$ cat src/rtl/mem_stage_param.sv
// MEM pipeline stage: byte-addressable data memory with sub-word access,
// fault detection, load-to-store forwarding and a stall-able output register.
module mem_stage_param #(
    parameter int SIZE      = 32,
    parameter int DEPTH     = 16,
    parameter int CTRL_W    = 11,
    parameter int RD_BIT    = 6,
    parameter int WR_BIT    = 8,
    parameter int TEST_ADDR = 4
) (
    input  logic              clk,
    input  logic              rst_n,
    input  logic              stall,
    input  logic [SIZE-1:0]   ALUresultEX,
    input  logic [SIZE-1:0]   storeDataEX,
    input  logic [4:0]        writeRegEX,
    input  logic [4:0]        rtEX,
    input  logic [CTRL_W-1:0] controlEX,
    input  logic [1:0]        accessSize,
    input  logic              loadUnsigned,
    output logic [SIZE-1:0]   data,
    output logic [SIZE-1:0]   ALUresultMEM,
    output logic [4:0]        writeRegMEM,
    output logic [CTRL_W-1:0] controlMEM,
    output logic              misaligned,
    output logic              outOfRange,
    output logic [SIZE-1:0]   testMEM
);
    localparam int NB = SIZE / 8;
    localparam int BL = $clog2(NB);
    localparam int AW = $clog2(DEPTH);
    localparam int IW = SIZE - BL;

    logic [SIZE-1:0] mem [DEPTH];

    logic [BL-1:0]   lane;
    logic [IW-1:0]   idx;
    logic [AW-1:0]   widx;
    logic            oor;
    logic            mis;
    logic            is_rd;
    logic            is_wr;
    logic            fault;
    logic            fwd;
    logic            we;
    logic            sx;
    logic [NB-1:0]   lmask;
    logic [NB-1:0]   be;
    logic [SIZE-1:0] sdata;
    logic [SIZE-1:0] wdata;
    logic [SIZE-1:0] rword;
    logic [SIZE-1:0] rsh;
    logic [SIZE-1:0] load_val;

    assign lane = ALUresultEX[BL-1:0];
    assign idx  = ALUresultEX[SIZE-1:BL];
    assign widx = idx[AW-1:0];

    generate
        if (IW > AW) begin : g_oor
            assign oor = |idx[IW-1:AW];
        end else begin : g_no_oor
            assign oor = 1'b0;
        end
    endgenerate

    // RD+WR together is illegal and degrades to a plain store
    assign is_wr = controlEX[WR_BIT];
    assign is_rd = controlEX[RD_BIT] & ~is_wr;
    assign fault = (is_rd | is_wr) & (mis | oor);

    always_comb begin
        mis   = 1'b0;
        lmask = '1;
        unique case (accessSize)
            2'b00: begin
                mis   = 1'b0;
                lmask = NB'(1);
            end
            2'b01: begin
                mis   = lane[0];
                lmask = NB'(3);
            end
            default: begin
                mis   = |lane;
                lmask = '1;
            end
        endcase
    end

    assign fwd = controlMEM[RD_BIT] & is_wr
               & (writeRegMEM == rtEX) & (rtEX != 5'd0);
    assign sdata = fwd ? data : storeDataEX;
    assign wdata = sdata << {lane, 3'b000};
    assign be    = lmask << lane;
    assign we    = is_wr & ~fault & ~stall;

    assign rword = mem[widx];
    assign rsh   = rword >> {lane, 3'b000};
    assign sx    = ~loadUnsigned;

    always_comb begin
        unique case (accessSize)
            2'b00:   load_val = {{(SIZE-8){sx & rsh[7]}}, rsh[7:0]};
            2'b01:   load_val = {{(SIZE-16){sx & rsh[15]}}, rsh[15:0]};
            default: load_val = rword;
        endcase
    end

    always_ff @(posedge clk or negedge rst_n) begin
        if (!rst_n) begin
            for (int i = 0; i < DEPTH; i++) begin
                mem[i] <= SIZE'(i);
            end
        end else if (we) begin
            for (int b = 0; b < NB; b++) begin
                if (be[b]) begin
                    mem[widx][8*b +: 8] <= wdata[8*b +: 8];
                end
            end
        end
    end

    always_ff @(posedge clk or negedge rst_n) begin
        if (!rst_n) begin
            data         <= '0;
            ALUresultMEM <= '0;
            writeRegMEM  <= '0;
            controlMEM   <= '0;
            misaligned   <= 1'b0;
            outOfRange   <= 1'b0;
        end else if (!stall) begin
            ALUresultMEM <= ALUresultEX;
            writeRegMEM  <= writeRegEX;
            controlMEM   <= controlEX;
            misaligned   <= (is_rd | is_wr) & mis;
            outOfRange   <= (is_rd | is_wr) & oor;
            if (fault) begin
                data <= '0;
            end else if (is_rd) begin
                data <= load_val;
            end
        end
    end

    assign testMEM = mem[AW'(TEST_ADDR)];

endmodule

$ cat config.mk
export PLATFORM = sky130hd
export DESIGN_NAME = mem_stage_param
export DESIGN_NICKNAME = d
export VERILOG_FILES = /design/src/rtl/mem_stage_param.sv
export SDC_FILE = /design/constraint.sdc
export NUM_CORES = 1
export LEC_CHECK = 0
export CORE_MARGIN = 3
export CORE_UTILIZATION = 35
export CTS_CLUSTER_SIZE = 25
export DETAILED_ROUTE_END_ITERATION = 12
export PLACE_DENSITY = 0.5
export SETUP_SLACK_MARGIN = 0.3
export SYNTH_ARGS = -nofsm -noshare
export SYNTH_HDL_FRONTEND = slang
export SYNTH_SLANG_ARGS = --single-unit
$ cat constraint.sdc
create_clock -name clk -period 7.2 [get_ports clk]
set_clock_uncertainty 0.15 [all_clocks]
set_input_delay 1.44 -clock clk [delete_from_list [all_inputs] [get_ports clk]]
set_output_delay 1.44 -clock clk [all_outputs]
set_load 0.02 [all_outputs]
==> Flow_metrics.wiki, run 1 <==
{| class="wikitable"
! Metric !! Value
|-
| Most common flop cell mapped by yosys || sky130_fd_sc_hd__dfrtp_1
|-
| Insertion delay of the later-clocked pin in the worst-skew pair || roughly 600 ps
|-
| Largest cells by area after synthesis || sky130_fd_sc_hd__dfrtp_1, sky130_fd_sc_hd__mux4_2, sky130_fd_sc_hd__nand2_1
|-
| Global placer's final weighted congestion || a little under 0.9
|-
| Max Cap Violations || 0
|-
| WHS Endpoint || mem[58]
|-
| Area leader, netlist || sky130_fd_sc_hd__dfrtp_1
|-
| Total global routing overflow || 0
|-
| Synthesized area divided by synthesized cell count || roughly 11 um^2
|-
| Area added between synthesis and finish || 18.0%
|-
| Number of enable-type register cells in the synthesized netlist || 0
|-
| Total Die Area || just over 80000 um^2
|-
| Transition time at the pin with the least slew margin || ~1100 ps
|-
| Global-route wire length before repair || between 100000 and 150000 um
|-
| Critical hold path startpoint || mem[58]
|-
| Most frequently used cell type in the post-synthesis netlist || sky130_fd_sc_hd__nand2_1
|-
| Post-CTS Setup Repair Bufs || 0
|-
| Total global-route track usage || 0.222
|-
| Fraction of layout cells with a size suffix above 1 || 0.145
|-
| Post_cts resized || 0
|-
| Shortest period the worst path allows || between 4000 and 5000 ps
|-
| Setup repair after global routing missed its margin || false
|-
| Post-route DRC || 0
|-
| Fraction of synthesized cell area taken by the top area cell type || 0.515
|-
| Kind of start point of the critical path || input pin
|-
| I/O pins || 205
|-
| Number of buffers created by CTS || 67
|-
| IR drop worst, VDD || roughly 0.15 mV
|-
| Synth cell count leaders || sky130_fd_sc_hd__nand2_1, sky130_fd_sc_hd__dfrtp_1, sky130_fd_sc_hd__o21ai_0
|-
| 1st-pass router iterations || 5
|-
| CTS sink count || between 500 and 600
|-
| Synthesis Warnings || 0
|-
| X dimension of the die || roughly 290 um
|-
| Max-slew violation count || 0
|-
| Post-Syn Nets || 2688
|-
| Antenna Violating Nets Remaining || 0
|-
| Vias post-DR || 20500
|-
| CTS tree || built
|-
| Pin count of the biggest net entering global routing || between 150 and 200
|-
| Per-cell via count in the routed design || ~5.4
|-
| Area occupied by multi-input gates || about 11000 um^2
|-
| Share of flip-flops with an asynchronous set or reset after synthesis || 1.00
|-
| Number of hold-repair buffers added at the cts stage || 0
|-
| Instance count along the most critical hold path || 2
|-
| Crit end category || flop
|-
| Maximum clock path buffer count || 3
|-
| Total number of placement rows || just over 100
|-
| Capturing point of the worst reg2reg path || mem[269]
|-
| Synth Register Bits || between 500 and 600
|-
| Register-to-register setup slack || 3330 ps
|-
| Relative slew margins || 0.223
|-
| # nets final || 2798
|-
| Maximum fanout along the worst path || 17
|-
| Outcome || finished clean
|-
| Effective utilization at floorplan || 0.357
|-
| Startpoint of the worst-slack reg-to-reg timing path || writeRegMEM[3]
|-
| Data arrival, critical path || roughly 5200 ps
|-
| Final wirelength || between 90000 and 100000 um
|-
| Hpwl dp || about 62000 um
|-
| Number of different library cells in the post-synthesis netlist || 57
|-
| Placeable core region || ~77000 um^2
|-
| Final setup fails || 0
|-
| Die Ht || between 200 and 300 um
|-
| Number of port buffers || 204
|-
| Hold crit path type || reg2reg
|-
| PD cells || about 230 nW/um^2
|-
| Category of the most critical setup path || in2reg
|-
| Register area || 14900 um^2
|-
| Number of DRC markers after the initial detailed-route iteration || roughly 1800
|-
| Number of global-route vias before repair || 20500
|-
| Wire per inst || ~24 um
|-
| Post-Place Setup Slack || between 1500 and 2000 ps
|-
| Clock root buffer || sky130_fd_sc_hd__clkbuf_16
|-
| Required time at the endpoint of the critical path || 7480 ps
|-
| Share of the clock period used by the worst path || 0.689
|-
| Leakage dissipation || between 10 and 15 nW
|-
| Hold violation count in the final report || 0
|-
| CTS HTree Levels || 3
|-
| Peak Freq || about 200 MHz
|-
| Register clock-pin slew on the reported worst setup and hold paths || 60 ps
|-
| R2R depth || 9
|-
| Sequential-to-total area share from yosys stat || 0.546
|-
| Number of antenna violations at the first check in global routing || 2
|-
| Fill cell count || around 7400
|-
| Total negative slack for setup checks || 0 ps
|-
| Cells after Synth || about 2600
|-
| Synthesized area || around 27000 um^2
|-
| Setup slack of the critical path after layout || approximately 2200 ps
|}
## state kept, by name (all words and copies together) (netlist names)
signal / flops
controlMEM: 11
writeRegMEM: 5
mem: 480
outOfRange: 1
misaligned: 1
data: 32
testMEM: 32
ALUresultMEM: 32
## placed cells by master, fill, tap and decap left out, types with 3 or more instances in the layout
master and instances:
sky130_fd_sc_hd__nand2_1 622, sky130_fd_sc_hd__dfrtp_1 562, sky130_fd_sc_hd__o21ai_0 421, sky130_fd_sc_hd__clkdlybuf4s50_1 198, sky130_fd_sc_hd__nor2_1 188, sky130_fd_sc_hd__a21oi_1 154, sky130_fd_sc_hd__mux4_2 143, sky130_fd_sc_hd__clkbuf_16 70
sky130_fd_sc_hd__mux2i_1 56, sky130_fd_sc_hd__mux2_2 51, sky130_fd_sc_hd__buf_4 34, sky130_fd_sc_hd__dfstp_2 32, sky130_fd_sc_hd__clkbuf_8 23, sky130_fd_sc_hd__nand3_1 22, sky130_fd_sc_hd__clkbuf_1 17, sky130_fd_sc_hd__a22oi_1 13
sky130_fd_sc_hd__nand2b_1 10, sky130_fd_sc_hd__o21ai_2 10, sky130_fd_sc_hd__nand4_1 9, sky130_fd_sc_hd__nand4b_1 9, sky130_fd_sc_hd__nor2b_1 9, sky130_fd_sc_hd__nor4_1 8, sky130_fd_sc_hd__o211ai_1 8, sky130_fd_sc_hd__clkinv_2 6
sky130_fd_sc_hd__or2_2 5, sky130_fd_sc_hd__inv_1 5, sky130_fd_sc_hd__nor3_1 5, sky130_fd_sc_hd__mux2i_2 5, sky130_fd_sc_hd__and3_1 4, sky130_fd_sc_hd__xor2_1 3, sky130_fd_sc_hd__nand3b_1 3, sky130_fd_sc_hd__a31oi_2 3
sky130_fd_sc_hd__a31oi_1 3, sky130_fd_sc_hd__or3_1 3, sky130_fd_sc_hd__and4_1 3, sky130_fd_sc_hd__buf_2 3, sky130_fd_sc_hd__buf_12 3
## logic make-up after synthesis
family,synth area share
simple gates,0.134
xor+xnor,0.00128
compound gates,0.122
mux,0.162
buf+inv,0.0355
flops,0.546
## critical path: stages
cell and delay [ps]:
sky130_fd_sc_hd__clkdlybuf4s50_1 860, sky130_fd_sc_hd__buf_4 280, sky130_fd_sc_hd__inv_1 300, sky130_fd_sc_hd__nor2_1 710, sky130_fd_sc_hd__o21bai_1 330, sky130_fd_sc_hd__nand2_1 360, sky130_fd_sc_hd__nor2_1 770, sky130_fd_sc_hd__a21oi_1 160
## worst max-delay path by stage
| stage | slack [ps] | depth (start not counted) | from | end |
|---|---|---|---|---|
| after CTS | 2290 | 9 | rtEX[1] | mem[46] |
| after floorplan | 3260 | 9 | ALUresultEX[2] | data[0] |
| after global placement | 1640 | 9 | rtEX[1] | mem[46] |
| after global routing | 2030 | 9 | ALUresultEX[1] | mem[247] |
| final | 2240 | 8 | ALUresultEX[1] | mem[243] |
| after detailed placement | 1660 | 9 | rtEX[1] | mem[46] |
## routing by layer
layer / vias up / wire (um) / global-route usage / share of wire
met3: 173 / 6460 / 0.0504 / 0.071
met5: - / 13 / 0 / 0.00014
met1: 10400 / 39600 / 0.307 / 0.44
li1: 9251 / - / - / -
met4: 2 / 3120 / 0.0779 / 0.034
met2: 705 / 41200 / 0.345 / 0.46
## report_power, final
part | switching (W) | internal [W]
combinational | 0.000392 | 0.000198
clock | 0.00137 | 0.00201
sequential | 0.0000158 | 0.00337
## metrics by stage
| step | total power, W | instance area [um^2] | hold WS (ps) | cells | util |
|---|---|---|---|---|---|
| final | 0.00736 | 32200 | 325 | 3786 | 0.421 |
| after global routing | 0.00763 | 32200 | 346 | 3785 | 0.421 |
| after CTS | 0.00746 | 32200 | 328 | 3785 | 0.421 |
| after detailed placement | 0.00404 | 30100 | 315 | 3668 | 0.393 |
| after global placement | 0.00403 | 30100 | 306 | 3668 | 0.393 |
| after floorplan | 0.00371 | 27300 | 294 | 2597 | - |
## area by class of cell
cell class                 instances  area share
clock buffer                     110      0.0661
clock inverter                     7     0.00151
timing repair buffer             240      0.0726
sequential                       594       0.462
antenna                            1   0.0000776
multi-input combinational       1796       0.356
inverter                           8    0.000970
tap                             1030      0.0400
Note: power is estimated with default switching activity, not from simulation.
==> inputs of run 2 (changes only) <==
--- a/config.mk
+++ b/config.mk
@@ -9,7 +9,7 @@
 export CORE_UTILIZATION = 35
 export CTS_CLUSTER_SIZE = 25
 export DETAILED_ROUTE_END_ITERATION = 12
-export PLACE_DENSITY = 0.5
+export PLACE_DENSITY = 0.52
 export SETUP_SLACK_MARGIN = 0.3
 export SYNTH_ARGS = -nofsm -noshare
 export SYNTH_HDL_FRONTEND = slang
==> constraint.sdc (replaced) <==
create_clock -name clk -period 4.26 [get_ports clk]
set_clock_uncertainty 0.15 [all_clocks]
set_input_delay 0.852 -clock clk [delete_from_list [all_inputs] [get_ports clk]]
set_output_delay 0.852 -clock clk [all_outputs]
set_load 0.02 [all_outputs]
==> run 2 against run 1 <==
Against the previous run: largest power group is now clock; first-iteration DRC count is 17% higher; register-to-register slack worse by 2100 ps; critical endpoint is now mem[52]; clock-buffer cell count is 5 lower; final area is 2.7% higher; largest cell class unchanged.
==> Flow_metrics.wiki, run 2 (synthesis gave the netlist of run 1 again) <==
{| class="wikitable"
! Metric !! Value
|-
| Outcome || finished clean
|-
| PD cells || 380 nW/um^2 (+66%)
|-
| Vias post-DR || 20700 (+1.2%)
|-
| Required time at the endpoint of the critical path || 4570 ps (-2910 ps)
|-
| Fill cell count || 7232 (-1.9%)
|-
| Final setup fails || 0 (unchanged)
|-
| Kind of start point of the critical path || input pin
|-
| Per-cell via count in the routed design || 5.34 (-1.5%)
|-
| Fraction of layout cells with a size suffix above 1 || 0.176 (+0.0305)
|-
| Area added between synthesis and finish || 21.3%
|-
| Die Ht || 285 um (unchanged)
|-
| Register area || 14900 um^2 (unchanged)
|-
| Transition time at the pin with the least slew margin || 873 ps (-269 ps)
|-
| Data arrival, critical path || 3810 ps (-1430 ps)
|-
| Number of antenna violations at the first check in global routing || 1 (-1)
|-
| CTS tree || built
|-
| Area occupied by multi-input gates || 11500 um^2 (about the same)
|-
| Maximum fanout along the worst path || 10 (-7)
|-
| IR drop worst, VDD || 0.234 mV (+53%)
|-
| Register clock-pin slew on the reported worst setup and hold paths || 60 ps (about the same)
|-
| Maximum clock path buffer count || 3 (unchanged)
|-
| Number of buffers created by CTS || 68 (+1.5%)
|-
| Peak Freq || 286 MHz
|-
| Commonest cells after routing, fill and taps aside || sky130_fd_sc_hd__nand2_1, sky130_fd_sc_hd__dfrtp_1, sky130_fd_sc_hd__o21ai_0
|-
| Total number of placement rows || 101 (unchanged)
|-
| Pin count of the biggest net entering global routing || 93 (-49%)
|-
| Number of port buffers || 204 (unchanged)
|-
| Antenna diode count || 0 (-1)
|-
| Antenna Violating Nets Remaining || 0 (unchanged)
|-
| Family with the most delay on the worst path || simple AND/OR/NAND/NOR gates
|-
| Most common library cell in the layout ignoring fill and taps || sky130_fd_sc_hd__nand2_1
|-
| Slowest CP cell || sky130_fd_sc_hd__nor4_1
|-
| Hpwl dp || 63600 um (+1.9%)
|-
| Effective utilization at floorplan || 0.357 (unchanged)
|-
| Number of hold-repair buffers added at the cts stage || 0 (unchanged)
|-
| Post-Place Setup Slack || 73.9 ps (-1590 ps)
|-
| Max-slew violation count || 0 (unchanged)
|-
| Total Die Area || 81400 um^2 (unchanged)
|-
| Share of the clock period used by the worst path || 0.822
|-
| Post-CTS Setup Repair Bufs || 0 (unchanged)
|-
| Hold violation count in the final report || 0 (unchanged)
|-
| CP Buf/Inv Count || 2 (-1)
|-
| Clock root buffer || sky130_fd_sc_hd__clkbuf_16
|-
| Number of DRC markers after the initial detailed-route iteration || 2121 (+17%)
|-
| Placeable core region || 76600 um^2 (unchanged)
|-
| Reg with most FFs || mem
|-
| CTS HTree Levels || 3 (unchanged)
|-
| Total global-route track usage || 0.220 (-0.00202)
|-
| Category of the most critical setup path || in2reg
|-
| I/O pins || 205 (unchanged)
|-
| Leakage dissipation || 14.4 nW (+3.8%)
|-
| Global placer's final weighted congestion || 0.885 (+1.4%)
|-
| # nets final || 2897 (+3.5%)
|-
| Relative slew margins || 0.418 (+0.195)
|-
| 1st-pass router iterations || 7 (+2)
|-
| Setup slack of the critical path after layout || 758 ps (-1480 ps)
|-
| Post-route DRC || 0 (unchanged)
|-
| Post_cts resized || 0 (unchanged)
|-
| Final wirelength || 88700 um (-1.8%)
|-
| Total negative slack for setup checks || 0 ps (unchanged)
|-
| Flip-flop count of the largest register after layout || 480 (unchanged)
|-
| Crit path largest cell delay || 480 ps (-380 ps)
|-
| Layout Utilization || 0.433 (+0.0116)
|-
| Global-route wire length before repair || 138000 um (+0.99%)
|-
| Insertion delay of the later-clocked pin in the worst-skew pair || 610 ps (about the same)
|-
| Setup repair after global routing missed its margin || false
|-
| Wire per inst || 22.8 um (-4.4%)
|-
| Shortest period the worst path allows || between 3000 and 4000 ps
|-
| Hold crit path type || in2async
|-
| CTS sink count || 594 (unchanged)
|-
| Crit end category || flop
|-
| X dimension of the die || 285 um (unchanged)
|-
| Total global routing overflow || 0 (unchanged)
|-
| Max Cap Violations || 0 (unchanged)
|-
| Number of global-route vias before repair || 21200 (+3.6%)
|-
| Ordered cell list for the critical path || clkdlybuf4s50_1 > nor4_1 > nand4_1 > nor4b_2 > buf_4 > and3_1 > nand2_1 > nor2_1 > a21oi_1
|}
==> run 2: cell types whose count changed in the layout (fill, tap and decap cells not counted), sizes merged <==
cell / previous run / this run
bufinv: 0 / 2
clkbuf: 110 / 105
clkinvlp: 1 / 5
clkinv: 7 / 8
diode: 1 / 0
inv: 7 / 9
buf: 42 / 140
==> run 2: routing by layer <==
metal  vias to the layer above  GRT usage  part of all wire
met2                       671      0.349              0.47
li1                       9471          -                 -
met4                         0     0.0632             0.023
met3                       124     0.0404             0.062
met5                         -          0                 0
met1                     10500      0.310              0.45
==> run 2: path summary, 6_finish.rpt <==
kind | start | to | slack (ps) | cells past startpoint
max in group asynchronous | rst_n | mem[307] | 2740 | 2
min in group clk | mem[263] | mem[263] | 320 | 2
worst max-delay path | ALUresultEX[13] | mem[52] | 760 | 9
worst max register to register | writeRegMEM[3] | mem[109] | 1200 | 8
worst min-delay path | rst_n | testMEM[5] | 100 | 1
worst min register to register | mem[263] | mem[263] | 320 | 2
==> run 2: per-stage QoR <==
step,total power [W],std cells,hold WS (ps),area (um^2)
floorplan,0.00627,2597,294,27300
global placement,0.00685,3766,306,30900
detailed placement,0.00686,3766,315,30900
CTS,0.0128,3887,140,33100
global route,0.0131,3887,151,33100
finish,0.0126,3887,104,33100
==> run 2: final cells by class <==
type                       count  share of cell area
inverter                       8            0.000906
clock buffer                 105              0.0623
sequential                   594               0.450
tap                         1030              0.0389
timing repair buffer         338              0.0959
clock inverter                16             0.00544
multi-input combinational   1796               0.347
==> run 2: report_power, final <==
group | switching (W) | internal [W]
clock | 0.00237 | 0.00347
combinational | 0.000666 | 0.000363
sequential | 0.0000272 | 0.00569
total | 0.00306 | 0.00952
